**config.mk**
```make
export PLATFORM = sky130hd
export DESIGN_NAME = imem_dmem_arbiter_flat
export DESIGN_NICKNAME = d
export VERILOG_FILES = /design/src/rtl/imem_dmem_arbiter_if.sv /design/src/rtl/imem_dmem_arbiter.sv /design/src/flat_wrapper.sv
export SDC_FILE = /design/constraint.sdc
export NUM_CORES = 1
export LEC_CHECK = 0
export ABC_AREA = 1
export BUFFER_PORTS_ARGS = -buffer_cell sky130_fd_sc_hd__buf_2
export CORE_AREA = 4 4 73 75
export DETAILED_ROUTE_END_ITERATION = 6
export DIE_AREA = 0 0 77 79
export HOLD_SLACK_MARGIN = 0.15
export PLACE_DENSITY = 0.76
export SLEW_MARGIN = 0
export SYNTH_ARGS = -nofsm -noshare
export SYNTH_HDL_FRONTEND = slang
export SYNTH_SLANG_ARGS = --single-unit
export TNS_END_PERCENT = 50
```
**constraint.sdc**
```tcl
create_clock -name clk -period 2.81 [get_ports clk]
set_input_delay 0.1405 -clock clk [delete_from_list [all_inputs] [get_ports clk]]
set_output_delay 0.1405 -clock clk [all_outputs]
set_load 0.05 [all_outputs]
```
**src/rtl/imem_dmem_arbiter_if.sv**
```systemverilog
// Requester and memory-side signal bundle for the unified IF/MEM memory arbiter.
// Pure wiring; the arbiter takes the slave view and the pipeline plus memory take the master view.
// Backpressure is through the gnt/stall pair per requester.
interface imem_dmem_arbiter_if #(
    parameter int ADDR_W = 6,
    parameter int DATA_W = 32
);
    logic              if_req;
    logic [ADDR_W-1:0] if_addr;
    logic              if_gnt;
    logic              if_stall;
    logic              if_rvalid;
    logic [DATA_W-1:0] if_rdata;

    logic              dm_req;
    logic              dm_we;
    logic [ADDR_W-1:0] dm_addr;
    logic [DATA_W-1:0] dm_wdata;
    logic              dm_gnt;
    logic              dm_stall;
    logic              dm_rvalid;
    logic [DATA_W-1:0] dm_rdata;

    logic              mem_en;
    logic              mem_we;
    logic [ADDR_W-1:0] mem_addr;
    logic [DATA_W-1:0] mem_wdata;
    logic [DATA_W-1:0] mem_rdata;

    modport slave (
        input  if_req, if_addr,
        output if_gnt, if_stall, if_rvalid, if_rdata,
        input  dm_req, dm_we, dm_addr, dm_wdata,
        output dm_gnt, dm_stall, dm_rvalid, dm_rdata,
        output mem_en, mem_we, mem_addr, mem_wdata,
        input  mem_rdata
    );

    modport master (
        output if_req, if_addr,
        input  if_gnt, if_stall, if_rvalid, if_rdata,
        output dm_req, dm_we, dm_addr, dm_wdata,
        input  dm_gnt, dm_stall, dm_rvalid, dm_rdata,
        input  mem_en, mem_we, mem_addr, mem_wdata,
        output mem_rdata
    );
endinterface

```
**src/rtl/imem_dmem_arbiter.sv**
```systemverilog
// Shares one single-ported memory between fetch and load/store; data port wins unless fetch is starved.
// Grant is combinational, read data returns exactly one cycle after grant, 1 access/cycle throughput.
// Losers see stall=req&~gnt the same cycle; ARB_PERF_CNT_EN adds saturating stall counters.
module imem_dmem_arbiter #(
    parameter int ADDR_W     = 6,
    parameter int DATA_W     = 32,
    parameter int STARVE_MAX = 3
) (
    input  logic                 clk,
    input  logic                 rst,
    imem_dmem_arbiter_if.slave   bus
`ifdef ARB_PERF_CNT_EN
    ,
    output logic [15:0]          if_stall_cnt,
    output logic [15:0]          dm_stall_cnt
`endif
);
    // One-hot so each rvalid is a flop bit directly.
    typedef enum logic [1:0] {
        RESP_NONE = 2'b00,
        RESP_IF   = 2'b01,
        RESP_DM   = 2'b10
    } resp_t;

    resp_t             owner;
    logic [3:0]        starve_cnt;
    logic              starved;
    logic              if_win;
    logic              dm_win;
    logic [ADDR_W-1:0] sel_addr;
    logic [DATA_W-1:0] sel_wdata;

    assign starved = (starve_cnt == 4'(STARVE_MAX));
    assign if_win  = ~rst & bus.if_req & (~bus.dm_req | starved);
    assign dm_win  = ~rst & bus.dm_req & ~if_win;

    assign bus.if_gnt   = if_win;
    assign bus.dm_gnt   = dm_win;
    assign bus.if_stall = bus.if_req & ~if_win;
    assign bus.dm_stall = bus.dm_req & ~dm_win;

    always_comb begin
        sel_addr  = '0;
        sel_wdata = '0;
        if (if_win) begin
            sel_addr = bus.if_addr;
        end else if (dm_win) begin
            sel_addr  = bus.dm_addr;
            sel_wdata = bus.dm_wdata;
        end
    end

    assign bus.mem_en    = if_win | dm_win;
    assign bus.mem_we    = dm_win & bus.dm_we;
    assign bus.mem_addr  = sel_addr;
    assign bus.mem_wdata = sel_wdata;

    always_ff @(posedge clk) begin
        if (rst) begin
            owner      <= RESP_NONE;
            starve_cnt <= 4'd0;
        end else begin
            if (if_win)
                owner <= RESP_IF;
            else if (dm_win && !bus.dm_we)
                owner <= RESP_DM;
            else
                owner <= RESP_NONE;

            if (!bus.if_req || if_win)
                starve_cnt <= 4'd0;
            else if (!starved)
                starve_cnt <= starve_cnt + 4'd1;
        end
    end

    assign bus.if_rvalid = owner[0];
    assign bus.dm_rvalid = owner[1];
    assign bus.if_rdata  = owner[0] ? bus.mem_rdata : '0;
    assign bus.dm_rdata  = owner[1] ? bus.mem_rdata : '0;

`ifdef ARB_PERF_CNT_EN
    always_ff @(posedge clk) begin
        if (rst) begin
            if_stall_cnt <= 16'd0;
            dm_stall_cnt <= 16'd0;
        end else begin
            if (bus.if_stall && if_stall_cnt != 16'hFFFF)
                if_stall_cnt <= if_stall_cnt + 16'd1;
            if (bus.dm_stall && dm_stall_cnt != 16'hFFFF)
                dm_stall_cnt <= dm_stall_cnt + 16'd1;
        end
    end
`endif
endmodule

```
**src/flat_wrapper.sv**
```systemverilog
// flat-port wrapper written by rule: the top's interface ports become plain ports
module imem_dmem_arbiter_flat 
#(
    parameter int ADDR_W     = 6,
    parameter int DATA_W     = 32,
    parameter int STARVE_MAX = 3
)
  (clk, rst, bus_if_req, bus_if_addr, bus_if_gnt, bus_if_stall, bus_if_rvalid, bus_if_rdata, bus_dm_req, bus_dm_we, bus_dm_addr, bus_dm_wdata, bus_dm_gnt, bus_dm_stall, bus_dm_rvalid, bus_dm_rdata, bus_mem_en, bus_mem_we, bus_mem_addr, bus_mem_wdata, bus_mem_rdata);
  imem_dmem_arbiter_if #(.ADDR_W(ADDR_W), .DATA_W(DATA_W)) bus_i ();
  input  logic clk;
  input  logic rst;
  input wire logic [$bits(bus_i.if_req)-1:0] bus_if_req;
  input wire logic [$bits(bus_i.if_addr)-1:0] bus_if_addr;
  output wire logic [$bits(bus_i.if_gnt)-1:0] bus_if_gnt;
  output wire logic [$bits(bus_i.if_stall)-1:0] bus_if_stall;
  output wire logic [$bits(bus_i.if_rvalid)-1:0] bus_if_rvalid;
  output wire logic [$bits(bus_i.if_rdata)-1:0] bus_if_rdata;
  input wire logic [$bits(bus_i.dm_req)-1:0] bus_dm_req;
  input wire logic [$bits(bus_i.dm_we)-1:0] bus_dm_we;
  input wire logic [$bits(bus_i.dm_addr)-1:0] bus_dm_addr;
  input wire logic [$bits(bus_i.dm_wdata)-1:0] bus_dm_wdata;
  output wire logic [$bits(bus_i.dm_gnt)-1:0] bus_dm_gnt;
  output wire logic [$bits(bus_i.dm_stall)-1:0] bus_dm_stall;
  output wire logic [$bits(bus_i.dm_rvalid)-1:0] bus_dm_rvalid;
  output wire logic [$bits(bus_i.dm_rdata)-1:0] bus_dm_rdata;
  output wire logic [$bits(bus_i.mem_en)-1:0] bus_mem_en;
  output wire logic [$bits(bus_i.mem_we)-1:0] bus_mem_we;
  output wire logic [$bits(bus_i.mem_addr)-1:0] bus_mem_addr;
  output wire logic [$bits(bus_i.mem_wdata)-1:0] bus_mem_wdata;
  input wire logic [$bits(bus_i.mem_rdata)-1:0] bus_mem_rdata;
  assign bus_i.if_req = bus_if_req;
  assign bus_i.if_addr = bus_if_addr;
  assign bus_if_gnt = bus_i.if_gnt;
  assign bus_if_stall = bus_i.if_stall;
  assign bus_if_rvalid = bus_i.if_rvalid;
  assign bus_if_rdata = bus_i.if_rdata;
  assign bus_i.dm_req = bus_dm_req;
  assign bus_i.dm_we = bus_dm_we;
  assign bus_i.dm_addr = bus_dm_addr;
  assign bus_i.dm_wdata = bus_dm_wdata;
  assign bus_dm_gnt = bus_i.dm_gnt;
  assign bus_dm_stall = bus_i.dm_stall;
  assign bus_dm_rvalid = bus_i.dm_rvalid;
  assign bus_dm_rdata = bus_i.dm_rdata;
  assign bus_mem_en = bus_i.mem_en;
  assign bus_mem_we = bus_i.mem_we;
  assign bus_mem_addr = bus_i.mem_addr;
  assign bus_mem_wdata = bus_i.mem_wdata;
  assign bus_i.mem_rdata = bus_mem_rdata;
  imem_dmem_arbiter #(.ADDR_W(ADDR_W), .DATA_W(DATA_W), .STARVE_MAX(STARVE_MAX)) u_core (.clk(clk), .rst(rst), .bus(bus_i));
endmodule
```
; Word level (Yosys, flattened, before mapping)
; Cells that the tools add are included.
[totals]
elab_cells = 32
in_bits = 81
ff_bits = 6
output_inout_bits = 110
[op_classes]
reduce_logical = 6
muxes = 8
n_bitwise = 13
n_addsub = 1
eq_ne = 1
[ops]
columns = cell, count
row1 = 2-to-1 mux 32 bit, 4
row2 = 2-to-1 mux 6 bit, 2
row3 = AND 1 bit, 7
row4 = "adder 4 x 1 -> 4 bit, second input constant", 1
row5 = "equality test 4 x 2 -> 1 bit, second input constant", 1
row6 = NOT 1 bit, 4
row7 = OR reduction 2 bit, 2
row8 = logical NOT 1 bit, 2
row9 = 2-to-1 mux 2 bit, 1
row10 = OR 1 bit, 2
row11 = logical AND 1 bit, 1
row12 = logical OR 1 bit, 1
row13 = 2-to-1 mux 1 bit, 1

; Longest topological paths before layout
[depth]
word_depth = 8
ltp_mapped = 7
ltp_nobuf = 6

; Worst setup path before layout
; OpenSTA, ideal clock, no wires.
[synth_path]
path_type = flip-flop to output port
start = register u_core.starve_cnt[0]
end = output bus_mem_addr[0]
required_ns = 2.670
n_path_buf = 0
t_arrival_ns = 1.753
stages_incl_launch_ff = 6
setup_slack_ns = 0.917
cell_sequence = dfxtp_1 > ha_1 > nand2_2 > a21boi_2 > nand2_1 > nand2_1
[synth_via]
elab_chain_cells = 7
[synth_lines]
columns = item, line_no
row1 = from (decl), imem_dmem_arbiter.sv:26  ; logic [3:0] starve_cnt;
row2 = from (signal assigned), imem_dmem_arbiter.sv:73  ; starve_cnt <= starve_cnt + 4'd1;
row3 = equality test 4 x 2 -> 1 bit *, imem_dmem_arbiter.sv:33  ; assign starved = (starve_cnt == 4'(STARVE_MAX));
row4 = OR 1 bit *, imem_dmem_arbiter.sv:34  ; assign if_win = ~rst & bus.if_req & (~bus.dm_req | starved);
row5 = AND 1 bit *, imem_dmem_arbiter.sv:34
row6 = via bus_if_gnt, flat_wrapper.sv:14  ; output wire logic [$bits(bus_i.if_gnt)-1:0] bus_if_gnt;
row7 = NOT 1 bit, imem_dmem_arbiter.sv:35  ; assign dm_win = ~rst & bus.dm_req & ~if_win;
row8 = AND 1 bit, imem_dmem_arbiter.sv:35
row9 = 2-to-1 mux 6 bit, imem_dmem_arbiter.sv:47  ; end else if (dm_win) begin
row10 = 2-to-1 mux 6 bit *, imem_dmem_arbiter.sv:45  ; if (if_win) begin
row11 = to (decl), flat_wrapper.sv:28  ; output wire logic [$bits(bus_i.mem_addr)-1:0] bus_mem_addr;
; Mark *: on every way through the listed nets, which the timed path passes. The rest lies on a longest branch.

; Worst setup path after layout
[layout_path]
start = register u_core.starve_cnt[0]
end = output bus_mem_wdata[22]
[layout_via]
elab_chain_cells = 7
[layout_lines]
columns = item, line_no
row1 = equality test 4 x 2 -> 1 bit *, imem_dmem_arbiter.sv:33
row2 = OR 1 bit *, imem_dmem_arbiter.sv:34
row3 = AND 1 bit *, imem_dmem_arbiter.sv:34
row4 = NOT 1 bit, imem_dmem_arbiter.sv:35
row5 = AND 1 bit, imem_dmem_arbiter.sv:35
row6 = 2-to-1 mux 32 bit, imem_dmem_arbiter.sv:47
row7 = 2-to-1 mux 32 bit *, imem_dmem_arbiter.sv:45
row8 = to (decl), flat_wrapper.sv:29  ; output wire logic [$bits(bus_i.mem_wdata)-1:0] bus_mem_wdata;
; Every way passes the cells marked *; elsewhere a longest branch is shown, timed or not.

==> qor.csv <==
metric,value,unit
CTS tree,yes,
n_diodes,0,
initial core utilization,25.1,%
Area after DPL,2150,um2
Clock Latency Late Sink,0.22,ns
DP Wirelength,4240,um
DR DRC count,0,
CTS Hold Bufs,1,
"Seq/Total Area, Yosys",10.3,%
final hold vios,0,
crit end category,output port,
post-route clock skew,0.000199,ns
footprint of the multi-input gates,617,um2
maximum clock path buffer count,2,
Hold Path Class,input pin to flip-flop,
CTS Buf Count,3,
Post-Synth XOR/XNOR Area,1.50,%
"delay-heaviest family, CP",simple AND/OR/NAND/NOR gates,
CP Buf/Inv Count,1,
layout cell share with drive strength beyond 1,47.4,%
Site Rows,25,
Finished Core Util,47.1,%
fin. max-slew vios,0,
setup_tns,0,ns
CP max-delay cell,dfxtp_1,
mux cell area share after synthesis,0,%
total length of routed wires,4790,um
Layout area overhead,88.0,%
average wire per standard cell,9.68,um
vias in the first global route,1786,
Post-Synth Adder-Cell Area,1.07,%
IO buf count,190,
Reg2Reg Setup Slack,1.44,ns
IO Pins,191,
final cell count without fillers,495,
H-tree Lvls,1,
area of the core,4660,um2
vias per cell,3.94,
"Period Utilization, post-route",68.4,%
CTS root buf,clkbuf_8,
Required @ worst endpoint,2.67,ns
Final Setup Violations,0,
Startpoint Class,flip-flop,
"flops & latches, synth",6,
outcome,finished clean,
initial antenna violation count,0,
routed vias,1949,
GP Congestion,0.773,
Period minus WS final,1.92,ns
worst slew margin relative to its limit,75.2,%
Total GRT Usage,14.2,%
post-synth cell types,18,
# nets final,525,
# fillers,510,
Worst-path clk slew,0.04,ns
post-CTS resize count,0,
"Design Area, Final",2200,um2
Mapped Area,1170,um2
pwr dens,272,nW/um2
RSZ-0062 raised after global routing,no,
die width,77,um
slew at the pin closest to its max-slew limit,0.372,ns
largest net degree at the start of global routing,36,
Compound-Gate Fraction of Synth Area,2.89,%
number of max-cap violations,0,
CP cell instances,"ha_1, nand2_2, nand2_2, nand2_4, nand2_4, nor2_1, buf_2",
dpl cells,491,
Die Height,79,um
post-CTS setup buffers,0,
Ys Warns,0,
Post-Synthesis Cells,254,
simple-gate area share of the yosys netlist,47.3,%
Worst VDD drop,0.173,mV
global-route wire length before repair,7470,um
die area,6080,um2
Initial DRT Pass Iterations,4,
FF/Latch Area,120,um2
crit path max fanout,35,
leakage power,0.00202,uW
FMAX,520,MHz
Synthesized Nets,336,
Setup CP Type,flip-flop to output port,
syn_area_per_cell,4.60,um2
largest family of logic cells by synthesized area,simple AND/OR/NAND/NOR gates,
Sink Count,6,
CP peak stage delay,0.32,ns
DR iter-0 viols,48,
Crit path arrival time,1.78,ns
Post-DRT Antenna Nets,0,
gr ovfl total,0,
==> layout by cell type, fill, tap and decap left out <==
cell type      instances
ha_1                   1
nand3_1                9
dfxtp_1                6
inv_1                 99
clkbuf_8               3
a21boi_2               1
a21oi_1                3
nand2_4                2
nand2_2                2
nor2_2                 6
nor2_1                33
xnor2_1                1
dlygate4sd3_1          1
nor2_4                 2
a21boi_0               1
nand2_1               77
xor2_1                 1
buf_4                  2
inv_2                  1
buf_2                190
==> path summary, 6_finish.rpt <==
check,start,endpoint,depth (start not counted)
max,u_core.starve_cnt[0]$_SDFFE_PP0N_,bus_mem_wdata[22],7
min,bus_dm_req,u_core.owner[0]$_SDFF_PP0_,2
max reg2reg,u_core.starve_cnt[0]$_SDFFE_PP0N_,u_core.owner[1]$_SDFF_PP0_,6
min reg2reg,u_core.starve_cnt[0]$_SDFFE_PP0N_,u_core.starve_cnt[0]$_SDFFE_PP0N_,1
==> synthesized netlist by cell type <==
master	n	area, um2
a21boi_0	1	7.51
a21boi_2	1	11.3
a21oi_1	3	15.0
buf_6	3	33.8
clkbuf_1	6	22.5
dfxtp_1	6	120
ha_1	1	12.5
inv_1	99	372
inv_2	1	3.75
nand2_1	77	289
nand2_2	2	12.5
nand2_4	2	22.5
nand3_1	9	45.0
nor2_1	33	124
nor2_2	6	37.5
nor2_4	2	22.5
xnor2_1	1	8.76
xor2_1	1	8.76
==> routing by layer <==
layer	track usage [%]	vias to the layer above	part of all wire, %
li1	-	1047	-
met5	0	-	0
met3	4.08	4	13
met4	2.85	0	0.92
met2	28.7	118	48
met1	14.3	780	37
==> power breakdown <==
part           total, uW  switching [uW]  internal [uW]
sequential          91.2            3.63           87.6
combinational        379             280           99.5
clock                126            34.5           91.8
total                597             318            279
==> metrics by stage <==
step / power [uW] / hold slack, ns / setup WS [ns]
final: 597 / 0.221 / 0.888
after global routing: 632 / 0.242 / 0.717
after CTS: 602 / 0.218 / 0.877
after detailed placement: 472 / 0.314 / 1.11
after global placement: 470 / 0.316 / 1.15
after floorplan: 354 / 0.213 / 0.917
==> cells by family after synthesis <==
family / after synthesis
simple gates: 131
buf+inv: 109
flops: 6
compound gates: 5
xor+xnor: 2
fa+ha+maj: 1
==> flip-flops by register name, summed over array words and instances (netlist names) <==
| signal | flops |
|---|---|
| u_core.starve_cnt | 4 |
| u_core.owner | 2 |
==> layout make-up <==
| cell class | count | share of cell area [%] |
|---|---|---|
| clock buffers | 3 | 1.88 |
| multi-input cells | 139 | 28.1 |
| repair buffers | 193 | 44.4 |
| well taps | 54 | 3.08 |
| inverters | 100 | 17.1 |
| flip-flops and latches | 6 | 5.47 |
No activity file was read; power rests on OpenSTA's default activity.
